[src/rtl/lfsr_gen.sv]
// lfsr_gen: parametrised Fibonacci/Galois LFSR word generator.
//   Produces one registered WIDTH-bit word per advance (STEPS shifts per word),
//   held in a one-deep valid/ready output register. Seeds can be loaded at
//   runtime; an all-zero state is replaced by 1 and flagged. Advances between
//   returns to the reference seed are counted and reported as the period.
// Ports:
//   i_clk        rising-edge clock
//   i_rst        asynchronous active-low reset
//   i_en         request a new word
//   i_load       load i_load_data as state and reference seed (beats i_en)
//   i_load_data  seed value
//   o_out_data   registered sequence word
//   o_out_valid  o_out_data holds an unconsumed word
//   i_out_ready  consumer accepts o_out_data
//   o_wrap       1-cycle strobe: sequence returned to the reference seed
//   o_lockup     1-cycle strobe: zero state replaced by 1
//   o_period     advances between the last two wraps
module lfsr_gen #(
  parameter int          WIDTH = 16,
  parameter logic [31:0] TAPS  = 32'h0000_B400,
  parameter logic [31:0] SEED  = 32'd1,
  parameter int          STEPS = 1,
  parameter int          MODE  = 0
) (
  input  logic             i_clk,
  input  logic             i_rst,
  input  logic             i_en,
  input  logic             i_load,
  input  logic [WIDTH-1:0] i_load_data,
  output logic [WIDTH-1:0] o_out_data,
  output logic             o_out_valid,
  input  logic             i_out_ready,
  output logic             o_wrap,
  output logic             o_lockup,
  output logic [31:0]      o_period
);

  localparam logic [WIDTH-1:0] ONE    = {{(WIDTH-1){1'b0}}, 1'b1};
  localparam logic [WIDTH-1:0] TAP_M  = TAPS[WIDTH-1:0];
  localparam logic [WIDTH-1:0] SEED_R = (SEED[WIDTH-1:0] == '0) ? ONE : SEED[WIDTH-1:0];

  // Single shift in the selected form.
  function automatic logic [WIDTH-1:0] shift1(input logic [WIDTH-1:0] s);
    if (MODE == 0) return {s[WIDTH-2:0], ^(s & TAP_M)};
    else           return {s[WIDTH-2:0], 1'b0} ^ (s[WIDTH-1] ? {TAP_M[WIDTH-2:0], 1'b1} : '0);
  endfunction

  logic [WIDTH-1:0] r_state, r_ref, r_out;
  logic             r_vld, r_wrap, r_lock;
  logic [31:0]      r_period, r_cnt;

  // STEPS shifts unrolled into a combinational chain.
  logic [STEPS:0][WIDTH-1:0] w_chain;
  assign w_chain[0] = r_state;
  for (genvar g = 0; g < STEPS; g++) begin : g_step
    assign w_chain[g+1] = shift1(w_chain[g]);
  end

  logic             w_zero, w_ld_zero, w_adv, w_hit;
  logic [WIDTH-1:0] w_next, w_ld;
  logic [31:0]      w_cnt_inc;

  assign w_zero    = (w_chain[STEPS] == '0);
  assign w_next    = w_zero ? ONE : w_chain[STEPS];
  assign w_ld_zero = (i_load_data == '0);
  assign w_ld      = w_ld_zero ? ONE : i_load_data;
  // A stalled word (valid, not ready) blocks advancing even with en high.
  assign w_adv     = i_en && !i_load && (!r_vld || i_out_ready);
  assign w_hit     = (w_next == r_ref);
  assign w_cnt_inc = (r_cnt == 32'hFFFF_FFFF) ? r_cnt : r_cnt + 32'd1;

  always_ff @(posedge i_clk or negedge i_rst) begin
    if (!i_rst) begin
      r_state  <= SEED_R;
      r_ref    <= SEED_R;
      r_out    <= '0;
      r_vld    <= 1'b0;
      r_wrap   <= 1'b0;
      r_lock   <= 1'b0;
      r_period <= '0;
      r_cnt    <= '0;
    end else begin
      r_wrap <= 1'b0;
      r_lock <= 1'b0;
      if (i_load) begin
        // Pending word is discarded; count restarts without a wrap.
        r_state <= w_ld;
        r_ref   <= w_ld;
        r_vld   <= 1'b0;
        r_cnt   <= '0;
        r_lock  <= w_ld_zero;
      end else if (w_adv) begin
        r_state <= w_next;
        r_out   <= w_next;
        r_vld   <= 1'b1;
        r_lock  <= w_zero;
        if (w_hit) begin
          r_wrap   <= 1'b1;
          r_period <= w_cnt_inc;
          r_cnt    <= '0;
        end else begin
          r_cnt    <= w_cnt_inc;
        end
      end else if (r_vld && i_out_ready) begin
        r_vld <= 1'b0;
      end
    end
  end

  assign o_out_data  = r_out;
  assign o_out_valid = r_vld;
  assign o_wrap      = r_wrap;
  assign o_lockup    = r_lock;
  assign o_period    = r_period;

endmodule

[config.mk]
export PLATFORM = sky130hd
export DESIGN_NAME = lfsr_gen
export DESIGN_NICKNAME = d
export VERILOG_FILES = /design/src/rtl/lfsr_gen.sv
export SDC_FILE = /design/constraint.sdc
export NUM_CORES = 1
export LEC_CHECK = 0
export ABC_AREA = 1
export CORE_MARGIN = 2
export CORE_UTILIZATION = 45
export DETAILED_ROUTE_END_ITERATION = 10
export PLACE_DENSITY_LB_ADDON = 0.05
export SYNTH_ARGS = -nofsm -noshare
export SYNTH_HDL_FRONTEND = slang
export SYNTH_SLANG_ARGS = --single-unit
[constraint.sdc]
create_clock -name i_clk -period 3.2 [get_ports i_clk]
set_clock_uncertainty 0.05 [all_clocks]
set_input_delay 0.32 -clock i_clk [delete_from_list [all_inputs] [get_ports i_clk]]
set_output_delay 0.32 -clock i_clk [all_outputs]
set_load 0.01 [all_outputs]
# [Word level (Yosys, flattened, before mapping)]
# Index checks and enable logic that the tools add are counted.
[op_classes] addsub=1 multipliers=0 div_mod_pow=0 magnitude_cmp=0 eq_ne=2 n_shift=0 muxes=16 bitwise_logic=1 reduce_logical=13
[ops] operator="two-way mux 32 bit" count=4
[ops] operator="two-way mux 16 bit" count=4
[ops] operator="adder 32 x 1 -> 32 bit (second input constant)" count=1
[ops] operator="== test 32 bit (second input constant)" count=1
[ops] operator="logical NOT 16 bit" count=2
[ops] operator="== test 16 bit" count=1
[ops] operator="parity 16 bit" count=1
[ops] operator="two-way mux 1 bit" count=8
[ops] operator="logical AND 1 bit" count=3
[ops] operator="AND reduction 3 bit" count=1
[ops] operator="nonzero test 3 bit" count=1
[ops] operator="logical NOT 1 bit" count=2
[ops] operator="AND reduction 2 bit" count=1
[ops] operator="nonzero test 2 bit" count=1
[ops] operator="logical OR 1 bit" count=1
[ops] operator="NOT 1 bit" count=1
[totals] ff_bits=115 latchBits=0 mem_bits_rw=0 rom_bits=0 input_bits=21 wordCells=41 n_memories=0

# [Logic depth before layout (Yosys ltp)]
[depth] ltp_word=7 mapped_depth=14 depth_no_buf=13

# [Worst setup path before layout]
# OpenSTA, ideal clock, no wires.
[synth_timing] path_type="register to register" from="register r_cnt[0]" to="register r_cnt[2]" arrival_ns=1.596 setup_slack_ns=1.477 stages_incl_launch_ff=11 path_cell_list="dfrtp_1 ha_1 nand2_1 nor2_4 nand2_1 nor2_2 nand2_2 buf_2 o21ai_0 nand2_1 o21ai_1"
[synth_between] elab_chain_len=5 word_cells_on_any_way=6
[synth_lines] item="start, declared" line="50" source="logic [31:0] r_period, r_cnt;"
[synth_lines] item="start signal, assigned" line="102" source="r_cnt <= w_cnt_inc;"
[synth_lines] item="adder 32 x 1 -> 32 bit / == test 32 bit (equally long branches)" line="70" source="assign w_cnt_inc = (r_cnt == 32'hFFFF_FFFF) ? r_cnt : r_cnt + 32'd1;"
[synth_lines] item="two-way mux 32 bit *" line="70"
[synth_lines] item="two-way mux 32 bit *" line="97" source="if (w_hit) begin"
[synth_lines] item="two-way mux 32 bit *" line="92" source="end else if (w_adv) begin"
[synth_lines] item="two-way mux 32 bit *" line="85" source="if (i_load) begin"
# Mark *: on every way between the ends. The rest lies on a longest branch, timed or not. The select of a mux whose other input is x is not followed.
# A chain may end at the register's enable or synchronous reset.

# [Worst setup path in the final report]
[layout_timing] from="register r_cnt[0]" to="register r_cnt[1]"
# Same word-level chain as after synthesis.

==> summary.md <==
| Metric | Value |
|---|---|
| Library cell with the highest instance count after synthesis | `nand2_1` |
| Post-DR wirelength/cell | `15.1 um` |
| Fraction of the cycle the final worst path needs | `76.0%` |
| Data required time of the worst path | `3.42 ns` |
| Routability-driven placement congestion ratio | `0.889` |
| Number of standard-cell rows in the floorplan | `42` |
| Clock latency of the later-clocked register in the worst-skew pair | `0.42 ns` |
| Cell with the most instances on the worst path | `nand2_1` |
| Setup violation total in the final timing report | `0` |
| Highest Clock Rate | `0.411 GHz` |
| IO Pins | `72` |
| Kind of end point of the critical path | `flop` |
| Via count of the first global-routing pass | `5331` |
| Worst setup slack for register-to-register paths | `0.77 ns` |
| Yosys top cell area share | `47.2%` |
| Cts repair resizes | `0` |
| Startpoint of the worst hold path | `o_period[18]` |
| All-layer global routing usage | `23.7%` |
| Unique masters post-synth | `32` |
| Sequential fraction of the synthesis area | `48.0%` |
| Setup repair after global routing missed its margin | `no` |
| Clock period minus worst slack | `2.43 ns` |
| CTS Sinks | `115` |
| Number of buffers added by the clock tree synthesis step | `17` |
| Top cell types by occurrence after synthesis | `nand2_1, dfrtp_1, nor2_1, inv_1, nand3_1` |
| Top delay family on crit path | `simple AND/OR/NAND/NOR gates` |
| Synthesized instance count | `791` |
| Detailed-router iteration count before antenna repair | `5` |
| Endpoint with the worst hold slack | `o_period[18]` |
| Layout overhead on the synthesized area | `24.0%` |
| Share of synthesized flip-flops with an asynchronous set or reset | `100%` |
| Pins Over Slew Limit | `0` |
| Cell Chain, Critical Path | `ha_1, nand2_1, nor2_4, nand2_1, nor2_2, nand2_2, inv_1, nand2_1, o21ai_0, inv_1, nand2_1, o21ai_0` |
| ANT nets after route | `0` |
| Yosys top cell by area | `dfrtp_1` |
| Delay contributed by the slowest stage of the critical path | `0.41 ns` |
| Estimated wirelength of the detail-placed design | `11.3 mm` |
| Critical path depth in cells | `12` |
| Floorplan die height | `119 um` |
| Least-Margin Pin Slew | `0.713 ns` |
| Global-route wire length before repair | `26.3 mm` |
| Final setup TNS | `0 ns` |
| Worst Hold Class | `flop to flop` |
| Origin of the critical flop-to-flop path | `r_cnt[0]` |
| Proportion of layout cells with a drive suffix above 1 | `7.44%` |
| Horizontal die dimension | `119 um` |
| Depth of the worst register-to-register path | `12` |
| Count of warnings emitted by yosys | `0` |
| TritonCTS clock tree | `done` |
| Net count reported at finish | `883` |
| Crit Path Max Fanout | `32` |
| Slowest stage cell on the critical path | `dfrtp_1` |
| Critical path type | `flop to flop` |
| Number of diodes added for antenna fixing | `0` |
| Outcome | `finished clean` |
| Die ar. | `14300 sq um` |
| Pwr per Cell Area | `535 nW/um^2` |
| Synth Net Count | `813` |
| Number of buffer and inverter instances along the worst setup path | `2` |
| Initial core utilization | `45.6%` |
| Root cell of the clock tree | `clkbuf_16` |
| Max-slew headroom | `52.5%` |
| Highest ir drop seen on vdd | `0.476 mV` |
| DRC violations left | `0` |
| Antenna violations before repair | `0` |
| Number of maximum-capacitance violations | `0` |
| Cells taking the most area after synthesis | `dfrtp_1, nand2_1, nor2_1` |
| Post-layout utilization of the core | `56.6%` |
| Maximum number of pins on one net before global-route repair | `55` |
| Buffers from clock root to sink, at most | `2` |
| Static leakage power | `0.00356 uW` |
| Most used flip-flop cell after synthesis | `dfrtp_1` |
| Cell Area, Synth | `5990 sq um` |
| Critical Path Start Type | `flop` |
| Routed WL | `15.8 mm` |
| Average via count per standard cell | `5.04` |
| Syn avg cell area | `7.58 sq um` |
| Clock-pin slew of the registers on the worst-case setup and hold paths | `0.06 ns` |
| Count of input and output buffers | `71` |
| Worst Hold Path Cells | `2` |
| FF-to-FF End | `r_cnt[1]` |
| DR iter-0 viols | `290` |
| Area post-placement | `6830 sq um` |
| Area of the core | `13100 sq um` |
| Aggregate global routing overflow | `0` |
| Htree depth | `4` |
| Arrival time reported for the critical path endpoint | `2.65 ns` |
| Number of endpoints with negative hold slack in the final report | `0` |
| Number of enable flip-flop cells after synthesis | `0` |
| Total via count in the routed design | `5294` |
| Seq cells post-synth | `115` |
| Design area | `7430 sq um` |
[layer usage]
metal	GRT usage [%]	wire, um	vias up
li1	-	-	2641
met1	28.6	6740	2524
met2	42.1	8260	113
met3	5.51	595	16
met4	7.35	235	0
met5	0	0	-
[placed cells by master, fill, tap and decap left out, types with 11 or more instances in the layout]
cell type	Yosys	layout
clkbuf_16	0	17
clkdlybuf4s50_1	0	70
dfrtp_1	113	113
inv_1	57	57
nand2_1	321	321
nand3_1	48	48
nand4_1	11	11
nor2_1	65	65
nor3_1	18	18
o21ai_0	46	46
xnor2_1	13	13
xor2_1	23	23
[sequential cells by signal, indices dropped and copies added, names as in the netlist]
name,cells
o_period,32
r_cnt,32
o_out_data,16
r_ref,16
r_state,16
o_lockup,1
o_out_valid,1
o_wrap,1
[worst reg2reg max path, stage by stage (launching register included)]
cell and delay (ns):
dfrtp_1 0.41, ha_1 0.27, nand2_1 0.13, nor2_4 0.17
nand2_1 0.13, nor2_2 0.20, nand2_2 0.39, inv_1 0.18
nand2_1 0.06, o21ai_0 0.07, inv_1 0.08, nand2_1 0.05
o21ai_0 0.08
[power by group]
part	total [uW]	switching, uW	internal, uW
Combinational	475	282	193
Sequential	1610	65.9	1540
Clock	1900	724	1170
Total	3980	1070	2910
[worst max path at each step]
stage                  start      endpoint  slack, ns
floorplan           r_cnt[0]      r_cnt[2]       1.48
finish              r_cnt[0]      r_cnt[1]       0.77
detailed placement    i_load  o_period[15]       0.61
global placement      i_load  o_period[15]       0.70
CTS                 r_cnt[0]      r_cnt[0]       0.73
global route        r_cnt[0]      r_cnt[1]       0.49
[through the flow]
| step | power (uW) | std cells | setup slack, ns | hold slack, ns |
|---|---|---|---|---|
| final | 3980 | 1050 | 0.766 | 0.415 |
| after CTS | 4010 | 1050 | 0.734 | 0.421 |
| after global routing | 4150 | 1050 | 0.490 | 0.427 |
| after detailed placement | 2110 | 1017 | 0.607 | 0.368 |
| after global placement | 2100 | 1017 | 0.696 | 0.357 |
| after floorplan | 1890 | 791 | 1.48 | -0.0256 |
[final cells by class]
type | instances | area (sq um)
fillers | 1303 | 5700
flip-flops and latches | 115 | 2880
multi-input cells | 587 | 2730
repair buffers | 79 | 783
clock buffers | 18 | 439
inverters | 61 | 229
well taps | 176 | 220
clock inverters | 14 | 153
[repair_timing]
action,in CTS,in global routing
hold endpoints to repair,51,0
hold buffers,1,0
setup buffers,0,0
setup endpoints to repair,0,0
[cells by family (layout without fill, tap and decap cells)]
logic type,count (synthesis),count (layout),share of synthesized area [%]
AND/OR/NAND/NOR,487,487,34.3
adder cells (fa/ha/maj),1,1,0.209
flip-flops,115,115,48.0
AO/OA/AOI/OAI,63,63,5.74
XOR/XNOR,36,36,5.26
buffers and inverters,89,172,6.43
Power figures use the tool's default switching activity.
